### src/rtl/dma_ctl_ci_pkg.sv
// Shared constants, state encoding and helpers for the CI-port DMA control engine.
package dma_ctl_ci_pkg;

    // Register select values carried in valueA[12:10]
    localparam logic [2:0] REG_WORDS      = 3'd0;
    localparam logic [2:0] REG_BUS_ADDR   = 3'd1;
    localparam logic [2:0] REG_MEM_ADDR   = 3'd2;
    localparam logic [2:0] REG_BLOCK_SIZE = 3'd3;
    localparam logic [2:0] REG_BURST_SIZE = 3'd4;
    localparam logic [2:0] REG_CTRL       = 3'd5;

    localparam int unsigned SEL_LSB = 10;
    localparam int unsigned WE_BIT  = 9;

    // CTRL write bits and STATUS read bits
    localparam int unsigned CTRL_START_BIT = 0;
    localparam int unsigned CTRL_DIR_BIT   = 1;
    localparam int unsigned STAT_BUSY_BIT  = 0;
    localparam int unsigned STAT_ERROR_BIT = 1;

    typedef enum logic [2:0] {
        StIdle,
        StRequest,
        StBegin,
        StTransfer,
        StEnd
    } dma_state_e;

    // Words in the next burst: a full burst, or whatever is left of the block.
    function automatic logic [9:0] burst_len(input logic [7:0] burst_size,
                                             input logic [9:0] remaining);
        logic [9:0] full;
        full = {2'b00, burst_size} + 10'd1;
        return (full < remaining) ? full : remaining;
    endfunction

endpackage

### src/rtl/dma_ctl_ci_regs.sv
// CI decode, transfer configuration registers and the registered CI response.
module dma_ctl_ci_regs
    import dma_ctl_ci_pkg::*;
#(
    parameter logic [7:0] CustomId = 8'd12
) (
    input  logic        clk_i,
    input  logic        rst_i,
    input  logic        start_i,
    input  logic [7:0]  ci_n_i,
    input  logic [31:0] value_a_i,
    input  logic [31:0] value_b_i,
    input  logic        busy_i,
    input  logic        error_i,
    input  logic [9:0]  words_i,
    output logic [31:0] result_o,
    output logic        data_valid_o,
    output logic        xfer_start_o,
    output logic        dir_o,
    output logic [9:0]  block_size_o,
    output logic [7:0]  burst_size_o
);

    logic        hit;
    logic        cfg_wr;
    logic [2:0]  sel;
    logic [31:0] rdata;

    logic [31:0] bus_addr_q;
    logic [8:0]  mem_addr_q;
    logic [9:0]  block_size_q;
    logic [7:0]  burst_size_q;
    logic        dir_q;
    logic [31:0] result_q;
    logic        data_valid_q;

    logic unused_value_a;
    assign unused_value_a = ^{value_a_i[31:13], value_a_i[8:0]};

    assign hit = start_i && (ci_n_i == CustomId);
    assign sel = value_a_i[SEL_LSB +: 3];
    // Busy-time writes are still acknowledged, they just don't land.
    assign cfg_wr = hit && value_a_i[WE_BIT] && !busy_i;

    assign xfer_start_o = cfg_wr && (sel == REG_CTRL) && value_b_i[CTRL_START_BIT];

    always_comb begin
        rdata = '0;
        case (sel)
            REG_WORDS:      rdata[9:0] = words_i;
            REG_BUS_ADDR:   rdata      = bus_addr_q;
            REG_MEM_ADDR:   rdata[8:0] = mem_addr_q;
            REG_BLOCK_SIZE: rdata[9:0] = block_size_q;
            REG_BURST_SIZE: rdata[7:0] = burst_size_q;
            REG_CTRL: begin
                rdata[STAT_BUSY_BIT]  = busy_i;
                rdata[STAT_ERROR_BIT] = error_i;
            end
            default:        rdata = '0;
        endcase
    end

    always_ff @(posedge clk_i) begin
        if (rst_i) begin
            bus_addr_q   <= '0;
            mem_addr_q   <= '0;
            block_size_q <= '0;
            burst_size_q <= '0;
            dir_q        <= 1'b0;
            result_q     <= '0;
            data_valid_q <= 1'b0;
        end else begin
            data_valid_q <= hit;
            result_q     <= hit ? rdata : '0;
            if (cfg_wr) begin
                case (sel)
                    REG_BUS_ADDR:   bus_addr_q   <= value_b_i;
                    REG_MEM_ADDR:   mem_addr_q   <= value_b_i[8:0];
                    REG_BLOCK_SIZE: block_size_q <= value_b_i[9:0];
                    REG_BURST_SIZE: burst_size_q <= value_b_i[7:0];
                    REG_CTRL:       dir_q        <= value_b_i[CTRL_DIR_BIT];
                    default:        ;
                endcase
            end
        end
    end

    assign result_o     = result_q;
    assign data_valid_o = data_valid_q;
    assign dir_o        = dir_q;
    assign block_size_o = block_size_q;
    assign burst_size_o = burst_size_q;

endmodule

### src/rtl/dma_ctl_ci.sv
// CI-programmed DMA control engine: burst sequencing FSM and beat counters.
// Define DMACTLCI_BUS_ERROR_EN to enable bus_error abort handling and the error status bit.
module dma_ctl_ci
    import dma_ctl_ci_pkg::*;
#(
    parameter logic [7:0] customId = 8'd12
) (
    input  logic        clock,
    input  logic        reset,
    input  logic        start,
    input  logic [7:0]  ciN,
    input  logic [31:0] valueA,
    input  logic [31:0] valueB,
    output logic [31:0] result,
    output logic        data_valid,
    output logic        bus_request,
    input  logic        bus_aquire,
    output logic        begin_transaction,
    output logic        end_transaction,
    input  logic        slave_busy,
    input  logic        in_valid,
    input  logic        bus_error
);

    dma_state_e state_q, state_d;
    logic [9:0] words_q, words_d;
    logic [9:0] beat_cnt_q, beat_cnt_d;
    logic [9:0] burst_len_q, burst_len_d;
    logic       error_q, error_d;
    logic       gap_q, gap_d;

    logic       busy;
    logic       xfer_start;
    logic       dir;
    logic [9:0] block_size;
    logic [7:0] burst_size;
    logic       beat;
    logic       err_in;

`ifdef DMACTLCI_BUS_ERROR_EN
    assign err_in = bus_error;
`else
    logic unused_bus_error;
    assign unused_bus_error = bus_error;
    assign err_in = 1'b0;
`endif

    assign busy = (state_q != StIdle);
    assign beat = dir ? !slave_busy : in_valid;

    dma_ctl_ci_regs #(
        .CustomId(customId)
    ) u_regs (
        .clk_i       (clock),
        .rst_i       (reset),
        .start_i     (start),
        .ci_n_i      (ciN),
        .value_a_i   (valueA),
        .value_b_i   (valueB),
        .busy_i      (busy),
        .error_i     (error_q),
        .words_i     (words_q),
        .result_o    (result),
        .data_valid_o(data_valid),
        .xfer_start_o(xfer_start),
        .dir_o       (dir),
        .block_size_o(block_size),
        .burst_size_o(burst_size)
    );

    always_comb begin
        state_d           = state_q;
        words_d           = words_q;
        beat_cnt_d        = beat_cnt_q;
        burst_len_d       = burst_len_q;
        error_d           = error_q;
        gap_d             = gap_q;
        bus_request       = 1'b0;
        begin_transaction = 1'b0;
        end_transaction   = 1'b0;

        unique case (state_q)
            StIdle: begin
                if (xfer_start) begin
                    words_d = '0;
                    error_d = 1'b0;
                    gap_d   = 1'b0;
                    if (block_size != '0) begin
                        state_d = StRequest;
                    end
                end
            end
            StRequest: begin
                // First cycle after a burst keeps the request low and ignores grant.
                bus_request = !gap_q;
                gap_d       = 1'b0;
                if (!gap_q && bus_aquire) begin
                    state_d = StBegin;
                end
            end
            StBegin: begin
                bus_request       = 1'b1;
                begin_transaction = 1'b1;
                beat_cnt_d        = '0;
                burst_len_d       = burst_len(burst_size, block_size - words_q);
                if (err_in) begin
                    error_d = 1'b1;
                    state_d = StEnd;
                end else begin
                    state_d = StTransfer;
                end
            end
            StTransfer: begin
                bus_request = 1'b1;
                if (err_in) begin
                    error_d = 1'b1;
                    state_d = StEnd;
                end else if (beat) begin
                    words_d    = words_q + 10'd1;
                    beat_cnt_d = beat_cnt_q + 10'd1;
                    if (beat_cnt_q + 10'd1 == burst_len_q) begin
                        state_d = StEnd;
                    end
                end
            end
            StEnd: begin
                bus_request     = 1'b1;
                end_transaction = 1'b1;
                if (error_q || (words_q >= block_size)) begin
                    state_d = StIdle;
                end else begin
                    state_d = StRequest;
                    gap_d   = 1'b1;
                end
            end
            default: state_d = StIdle;
        endcase
    end

    always_ff @(posedge clock) begin
        if (reset) begin
            state_q     <= StIdle;
            words_q     <= '0;
            beat_cnt_q  <= '0;
            burst_len_q <= '0;
            error_q     <= 1'b0;
            gap_q       <= 1'b0;
        end else begin
            state_q     <= state_d;
            words_q     <= words_d;
            beat_cnt_q  <= beat_cnt_d;
            burst_len_q <= burst_len_d;
            error_q     <= error_d;
            gap_q       <= gap_d;
        end
    end

endmodule

### config.mk
export PLATFORM = sky130hd
export DESIGN_NAME = dma_ctl_ci
export DESIGN_NICKNAME = d
export VERILOG_FILES = /design/src/rtl/dma_ctl_ci_pkg.sv /design/src/rtl/dma_ctl_ci_regs.sv /design/src/rtl/dma_ctl_ci.sv
export SDC_FILE = /design/constraint.sdc
export NUM_CORES = 1
export LEC_CHECK = 0
export CAP_MARGIN = 20
export CORE_MARGIN = 2
export CORE_UTILIZATION = 52
export CTS_CLUSTER_DIAMETER = 100
export DETAILED_ROUTE_END_ITERATION = 10
export PLACE_DENSITY = 0.79
export SLEW_MARGIN = 10
export SYNTH_ARGS = -nofsm -noshare
export SYNTH_HDL_FRONTEND = slang
export SYNTH_HIERARCHICAL = 1
export SYNTH_SLANG_ARGS = --single-unit
### constraint.sdc
create_clock -name clock -period 8.5 [get_ports clock]
set_input_delay 0.85 -clock clock [delete_from_list [all_inputs] [get_ports clock]]
set_output_delay 0.85 -clock clock [all_outputs]
set_load 0.01 [all_outputs]
# Yosys cells after proc, flatten, opt, wreduce, memory -nomap -nowiden
# Index checks and enable logic that the tools add are counted.
# word_totals
word_cells	90
ff_bits	127
output_inout_bits	36
# op_classes
n_bitwise	2
n_eq_ne	17
mux	24
order_cmp	2
reduce_logical	28
n_addsub	4
# ops
op	count
10-bit 2-to-1 mux	4
10-bit case mux with 2 select lines	2
6-bit case mux with 5 select lines	1
10-bit by 1-bit adder with 10-bit output (second input constant)	2
3-bit 2-to-1 mux	5
3-bit case mux with 5 select lines	1
3-bit by 2-bit equality test with 1-bit output (second input constant)	4
2-bit case mux with 6 select lines	1
2-bit AND reduction	6
10-bit equality test	1
10-bit greater-or-equal comparator	1
9-bit by 10-bit less-than comparator with 1-bit output	1
2-bit != test (second input constant)	5
10-bit nonzero test	1
10-bit subtractor	1
8-bit by 1-bit adder with 9-bit output (second input constant)	1
3-bit equality test (second input constant)	3
8-bit by 4-bit equality test with 1-bit output (second input constant)	1
3-bit by 1-bit equality test with 1-bit output (second input constant)	2
1-bit logical AND	6
3-bit zero test	2
1-bit 2-to-1 mux	6
1-bit case mux with 3 select lines	2
3-bit AND reduction	2
10 further kinds	16

# Depth between registers and ports, before layout
# Gate-level depths: netlist (run 1).
# depth
ltp_word	8
ltp_mapped	14

# Modules after synthesis
# The synthesis (run 1) kept the hierarchy.
# by_module_without_submodules
mod	seq_area_each_um2	cells_each	instances	area_per_inst_um2
dma_ctl_ci_regs	1861.8	373	1	3522.1
dma_ctl_ci	680.7	358	1	2776.4

# Worst setup path before layout (run 1)
# OpenSTA, ideal clock, no wires.
# synth_timing
path_type	register -> register
startpoint	register words_q[0]
endpoint	register burst_len_q[2]
path_stages_with_launch	13
period_less_slack_ps	3190
arrival_time_ps	3095
path_slack_ps	5310
setup_time_ps	95
cell_sequence	dfxtp_1 > ha_1 > inv_1 > fa_1 > a211oi_1 > o21bai_1 > o21ai_0 > xor2_1 > ha_1 > and3_1 > a311oi_2 > nor2_1 > o311ai_1
# synth_between
elab_chain_cells	3
# synth_rtl
item	line	source
from (decl)	dma_ctl_ci.sv:26	logic [9:0] words_q, words_d;
from (signal assigned)	dma_ctl_ci.sv:150	words_q <= words_d;
10-bit subtractor (*)	dma_ctl_ci.sv:105	burst_len_d = burst_len(burst_size, block_size - words_q);
9-bit by 10-bit less-than comparator with 1-bit output	dma_ctl_ci_pkg.sv:34	return (full < remaining) ? full : remaining;
10-bit 2-to-1 mux (*)	dma_ctl_ci_pkg.sv:34	
to (signal assigned)	dma_ctl_ci.sv:152	burst_len_q <= burst_len_d;
to (decl)	dma_ctl_ci.sv:28	logic [9:0] burst_len_q, burst_len_d;
# Every way passes the cells marked *; elsewhere a longest branch is shown, timed or not.
# A chain may end at the register's enable or synchronous reset.

# Worst setup path in the final report (run 1)
# layout_timing
startpoint	input port valueA[12]
endpoint	register words_q[4]
# layout_between
elab_chain_cells	5
# layout_rtl
item	line	source
from (decl)	dma_ctl_ci.sv:12	input logic [31:0] valueA,
3-bit equality test	dma_ctl_ci_regs.sv:45	assign xfer_start_o = cfg_wr && (sel == REG_CTRL) && value_b_i[CTRL_START_BIT];
1-bit logical AND (2 in series)	dma_ctl_ci_regs.sv:45	
via xfer_start	dma_ctl_ci.sv:33	logic xfer_start;
2-bit by 1-bit != test with 1-bit output (no line)	-	
3-bit AND reduction (no line)	-	
# The timed path passes the listed nets, and every way through them passes these cells.

==> results of run 1 <==
cell type report:
| type | count | area share (%) |
|---|---|---|
| Multi-Input combinational cell | 549 | 45.14 |
| Sequential cell | 127 | 32.51 |
| Timing Repair Buffer | 89 | 11.20 |
| Clock buffer | 22 | 6.192 |
| Tap cell | 147 | 2.352 |
| Clock inverter | 9 | 1.696 |
| Inverter | 19 | 0.9120 |
critical path, delay by kind of cell:
family | cells | cell delay, ns
XOR/XNOR | 1 | 0.21
AND/OR/NAND/NOR | 7 | 2.36
buffers and inverters | 1 | 0.80
AO/OA/AOI/OAI | 1 | 0.19
worst min-delay path by stage:
| stage | cells past startpoint | slack, ns | to |
|---|---|---|---|
| floorplan | 2 | 0.43 | u_regs/bus_addr_q[10] |
| global placement | 2 | 0.43 | u_regs/bus_addr_q[23] |
| detailed placement | 1 | 0.44 | u_regs/result_o[10] |
| CTS | 2 | 0.45 | u_regs/bus_addr_q[22] |
| global route | 2 | 0.46 | u_regs/bus_addr_q[22] |
| finish | 2 | 0.45 | u_regs/bus_addr_q[22] |
cell usage after synthesis, types with 6 or more instances:
| library cell | number | area (um^2) |
|---|---|---|
| mux2i_1 | 41 | 410.4 |
| nand2b_1 | 7 | 43.79 |
| dfxtp_1 | 127 | 2542 |
| nand2_1 | 89 | 334.1 |
| o21ai_0 | 28 | 140.1 |
| nor2_1 | 79 | 296.5 |
| inv_1 | 19 | 71.32 |
| xnor2_1 | 22 | 192.7 |
| and2_1 | 25 | 156.4 |
| or4_1 | 6 | 45.04 |
| or3_1 | 9 | 56.30 |
| nor4_1 | 7 | 43.79 |
| and3_1 | 8 | 50.05 |
| nand4_1 | 8 | 50.05 |
| ha_1 | 22 | 275.3 |
| xor2_1 | 8 | 70.07 |
| a21oi_1 | 63 | 315.3 |
| nor3_1 | 9 | 45.04 |
| clkbuf_1 | 30 | 112.6 |
| nor2b_1 | 11 | 68.82 |
| nand3_1 | 21 | 105.1 |
where the power goes:
part           total (W)  internal (W)  switching [W]
Combinational  0.0000841     0.0000392      0.0000449
Clock           0.000750      0.000490       0.000260
Sequential      0.000604      0.000598     0.00000536
routing by layer:
| layer | vias up | wire [um] | GRT usage, % | part of all wire [%] |
|---|---|---|---|---|
| li1 | 2720 | - | - | - |
| met1 | 2695 | 6881 | 32.70 | 42 |
| met2 | 213 | 7873 | 41.19 | 48 |
| met3 | 38 | 1100 | 5.929 | 6.8 |
| met4 | 0 | 399 | 10.49 | 2.5 |
| met5 | - | 0 | 0 | 0 |
registers in the layout, indices dropped and copies added, names as in the netlist:
signal and flops:
burst_len_q 10, u_regs/block_size_o 10, u_regs/mem_addr_q 9, beat_cnt_q 10, state_q 3, u_regs/bus_addr_q 32
words_q 10, u_regs/result_o 32, gap_q 1, u_regs/data_valid_o 1, u_regs/burst_size_o 8, u_regs/dir_o 1
cells by family (layout without fill, tap and decap cells):
| group | after synthesis | in the layout | synth area share (%) |
|---|---|---|---|
| buffers and inverters | 55 | 139 | 3.596 |
| AO/OA/AOI/OAI | 139 | 139 | 13.61 |
| other | 1 | 1 | 0.05954 |
| adder cells (fa/ha/maj) | 23 | 23 | 4.688 |
| flip-flops | 127 | 127 | 40.37 |
| AND/OR/NAND/NOR | 310 | 310 | 25.57 |
| multiplexers | 46 | 46 | 7.946 |
| XOR/XNOR | 30 | 30 | 4.172 |
metrics by stage:
step / utilization, % / hold WS, ns
after detailed placement: 60.47 / 0.4379
after global placement: 60.47 / 0.4333
final: 65.65 / 0.4455
after CTS: 65.65 / 0.4459
after global routing: 65.65 / 0.4582
after floorplan: - / 0.4273
==> flow_summary.yaml, run 1 <==
clock_network:
  cts_buffer_depth: 2
  cts_tree: "built"
  htreeDepth: 4
  cts_sinks: 127
  cts_setup_buffers: 0
  cts_hold_buf: 0
  clk_latency_ns: 0.42
  cts_resized: 0
  clk_pin_slew_ns: 0.05
  cts-root-buf: "clkbuf_16"
  numCtsBuffers: 17
timing:
  slew_headroom_pct: 38.78
  period_needed_ns: 4.146
  fin_setup_tns_ns: 0
  slew_viol_final: 0
  period_share_pct: 48.77
  fin_skew_ns: 0.01244
  hold_violations: 0
  rsz0062_at_grt: "no"
  finalSetupViolCount: 0
  layout_setup_ws_ns: 4.354
  tightest_slew_ns: 0.9156
  fmax_mhz: 241.2
critical_path:
  crit_required_ns: 8.77
  cp_max_fo: 14
  crit_start: "valueA[12]"
  worstSetupEndpoint: "words_q[4]"
  crit_slowest_cell: "clkdlybuf4s50_1"
  critPathKind: "primary input to flip-flop"
  worstSetupEndpointType: "flip-flop"
  timing.rr.start: "words_q[0]"
  worstPathArrival_ns: 4.42
  start_kind: "primary input"
  path_cells: "clkdlybuf4s50_1, nor2b_1, and4b_1, and3_1, nor4b_1, a41oi_1, nor3b_1, nand2_1, xnor2_1, nor2_1"
  r2r_slack_ns: 4.67
  r2r-end: "burst_len_q[2]"
  critPathMaxStageDelay_ns: 0.80
  r2r_cells: 12
floorplan:
  io_pins: 115
  dieArea_um2: 13010
  die_h_um: 114.1
  start_util_pct: 52.88
  die_x_um: 114.1
  core_area_um2: 11910
  rows: 40
grt:
  antenna_found_initial: 0
  grt_max_degree: 83
  grt_pass1_wl_um: 26410
  grt_pass1_vias: 5509
  grt.total_usage_pct: 25.40
  overflow: 0
synth:
  ys_seq_area_share_pct: 40.37
  netlist_area_um2: 6299
  yosys_warnings: 6
  syn-num-nets: 833
  synthFlopType: "dfxtp_1"
  synth-edff-count: 0
  syn_area_per_cell_um2: 8.616
  ys_seq_elements: 127
  async_flop_share_pct: 0
  syn-instance-count: 731
  synthDistinctLibCells: 71
detailed_routing:
  drt-initial-drc-count: 560
  drtPass1Iterations: 5
  drc: 0
  viasPerCell: 5.890
  detail_route.wl_per_cell_um: 16.90
  ant_nets: 0
  wl_um: 16250
  via_count: 5666
cells_and_area:
  final_common_cell: "dfxtp_1"
  antenna_cells: 0
  final_cell_mix: "127 x dfxtp_1, 89 x nand2_1, 84 x clkdlybuf4s50_1"
  nets: 905
  syn_to_final_growth_pct: 24.16
  final_area_um2: 7820
  seqCellArea_um2: 2542
  multiInputGateArea_um2: 3530
  instances_no_fill: 962
  drive_above_1_share_pct: 6.503
  nFillCells: 955
hold_path:
  hp-class: "flip-flop to flip-flop"
  hold_path.startpoint: "u_regs/bus_addr_q[22]"
pwr:
  totalPowerFinal_w: 0.001438
  ir_drop_mv: 0.1777
  pwr_density_cell_nw_per_um2: 183.9
  p_leak_nw: 3.058
place:
  placed_cells: 931
  place.gp.congestion: 0.9325
  dp_hpwl_um: 11640
  pre_cts_ws_ns: 4.029
  port_buffers: 85
  postPlaceCellArea_um2: 7203
job:
  drv_cap: 0
status:
  status: "finished clean"
No activity file was read; power rests on OpenSTA's default activity.
==> run 2, diff against run 1 <==
==> constraint.sdc (replaced) <==
create_clock -name clock -period 4 [get_ports clock]
set_input_delay 0.4 -clock clock [delete_from_list [all_inputs] [get_ports clock]]
set_output_delay 0.4 -clock clock [all_outputs]
set_load 0.01 [all_outputs]
==> run 2 against run 1 <==
Compared with the run above:
- cell count rose by 0.83%
- setup slack got worse by 4.0 ns
- wire length up 2.1%
- clock power up 120%
- non-clock buffer count rose by 7
- first-iteration DRC count shrank 9.8%
- combinational power rose by 120%
- sequential power grew 110%
- flip-flop and latch count is the same
- hold slack lost 0.0028 ns
- sequential share of layout area down 0.30 points
==> flow_summary.yaml, run 2 (synthesis gave the netlist of run 1 again) <==
status:
  status: "finished clean"
floorplan:
  start_util_pct: 52.88
  rows: 40
  die_x_um: 114.1
  core_area_um2: 11910
  dieArea_um2: 13010
  io_pins: 115
  die_h_um: 114.1
detailed_routing:
  drtPass1Iterations: 5
  wl_um: 16600
  detail_route.wl_per_cell_um: 17.11
  drc: 0
  ant_nets: 0
  viasPerCell: 5.877
  via_count: 5701
  drt-initial-drc-count: 505
pwr:
  pwr-share-comb_pct: 5.9
  totalPowerFinal_w: 0.003131
  pwr_density_cell_nw_per_um2: 396.6
  internal_power_w: 0.002474
  pwr-share-clk_pct: 53.1
  ir_drop_mv: 0.3460
  seqPwrFrac_pct: 41.0
  p_leak_nw: 3.098
  p_sw_w: 0.0006567
  switching_share_pct: 20.98
clock_network:
  cts_sinks: 127
  cts_resized: 0
  cts_buffer_depth: 2
  cts_tree: "built"
  clk_latency_ns: 0.42
  cts_hold_buf: 0
  clk_pin_slew_ns: 0.05
  cts-root-buf: "clkbuf_16"
  numCtsBuffers: 17
  htreeDepth: 4
  cts_setup_buffers: 0
grt:
  antenna_found_initial: 0
  grt_pass1_vias: 5490
  overflow: 0
  grt.total_usage_pct: 25.68
  grt_max_degree: 83
  grt_pass1_wl_um: 26460
hold_path:
  hp-class: "flip-flop to flip-flop"
  min_to: "u_regs/bus_addr_q[23]"
  hold_path.startpoint: "u_regs/bus_addr_q[23]"
  holdPathStages: 2
cells_and_area:
  syn_to_final_growth_pct: 25.33
  nets: 912
  drive_above_1_share_pct: 7.169
  seqCellArea_um2: 2542
  multiInputGateArea_um2: 3530
  final_common_cell: "dfxtp_1"
  final_cell_mix: "127 x dfxtp_1, 89 x nand2_1, 84 x clkdlybuf4s50_1"
  final_area_um2: 7894
  nFillCells: 952
  antenna_cells: 0
timing:
  slew_viol_final: 0
  period_share_pct: 92.28
  layout_setup_ws_ns: 0.3087
  slew_headroom_pct: 40.08
  period_needed_ns: 3.691
  fin_setup_tns_ns: 0
  finalSetupViolCount: 0
  tightest_slew_ns: 0.8987
  fin_skew_ns: 0.006992
  rsz0062_at_grt: "no"
  fmax_mhz: 270.9
  hold_violations: 0
critical_path:
  critPathKind: "flip-flop to flip-flop"
  timing.rr.start: "words_q[1]"
  worstSetupEndpointType: "flip-flop"
  crit_required_ns: 4.32
  r2r-end: "burst_len_q[2]"
  worstPathArrival_ns: 4.01
  r2r_cells: 11
  cp_max_fo: 9
  start_kind: "flip-flop"
  r2r_slack_ns: 0.31
place:
  dp_hpwl_um: 11570
  pre_cts_ws_ns: 0.3790
  postPlaceCellArea_um2: 7256
  place.gp.congestion: 0.9414
  port_buffers: 85
job:
  drv_cap: 0
run 2: changes by cell type in the layout (fill, tap and decap cells not counted), sizes merged:
cell and delta:
buf +7, bufinv +2, clkbuf -1, clkinv -1
clkinvlp +1
run 2: layer usage:
metal	global-route usage, %	share of wire, %	vias up
li1	-	-	2729
met1	33.12	44	2756
met2	41.90	48	186
met3	6.776	6.0	30
met4	8.699	2.0	0
met5	0	0	-
run 2: final cells by class:
cell class	count	area share (%)
timing repair buffer	96	11.76
sequential	127	32.21
clock buffer	21	5.706
tap	147	2.330
inverter	19	0.9035
clock inverter	11	2.378
multi-input combinational	549	44.71
run 2: how the worst max path moves through the flow:
| stage | startpoint | to | slack [ns] | cells after the start |
|---|---|---|---|---|
| 2_1_floorplan | words_q[0] | burst_len_q[2] | 0.81 | 12 |
| 3_3_place_gp | words_q[1] | burst_len_q[2] | 0.54 | 11 |
| 3_5_place_dp | words_q[1] | burst_len_q[2] | 0.38 | 11 |
| 4_1_cts | words_q[1] | burst_len_q[2] | 0.34 | 11 |
| 5_1_grt | words_q[1] | burst_len_q[2] | 0.01 | 11 |
| 6_report | words_q[1] | burst_len_q[2] | 0.31 | 11 |
run 2: stage by stage:
step | cells | util (%) | hold slack (ns)
after floorplan | 731 | - | 0.4273
final | 970 | 66.27 | 0.4427
after global routing | 970 | 66.27 | 0.4655
after CTS | 970 | 66.27 | 0.4458
after detailed placement | 938 | 60.91 | 0.4401
after global placement | 938 | 60.91 | 0.4335
run 2: worst max-delay path, cell delays in order (launching register included):
cell      delay, ns
dfxtp_1        0.47
inv_1          0.13
fa_1           0.49
a211oi_1       0.31
o21bai_1       0.16
o21ai_0        0.22
xor2_1         0.26
ha_1           0.29
and3_1         0.21
a311oi_2       0.54
nor2_1         0.22
o311ai_1       0.29
run 2: power groups by stage:
stage               clock network, W  registers [W]  logic [W]
floorplan                          0        0.00130  0.0000937
global placement                   0        0.00131   0.000175
detailed placement                 0        0.00131   0.000178
CTS                          0.00167        0.00128   0.000181
global route                 0.00174        0.00128   0.000198
finish                       0.00166        0.00128   0.000185
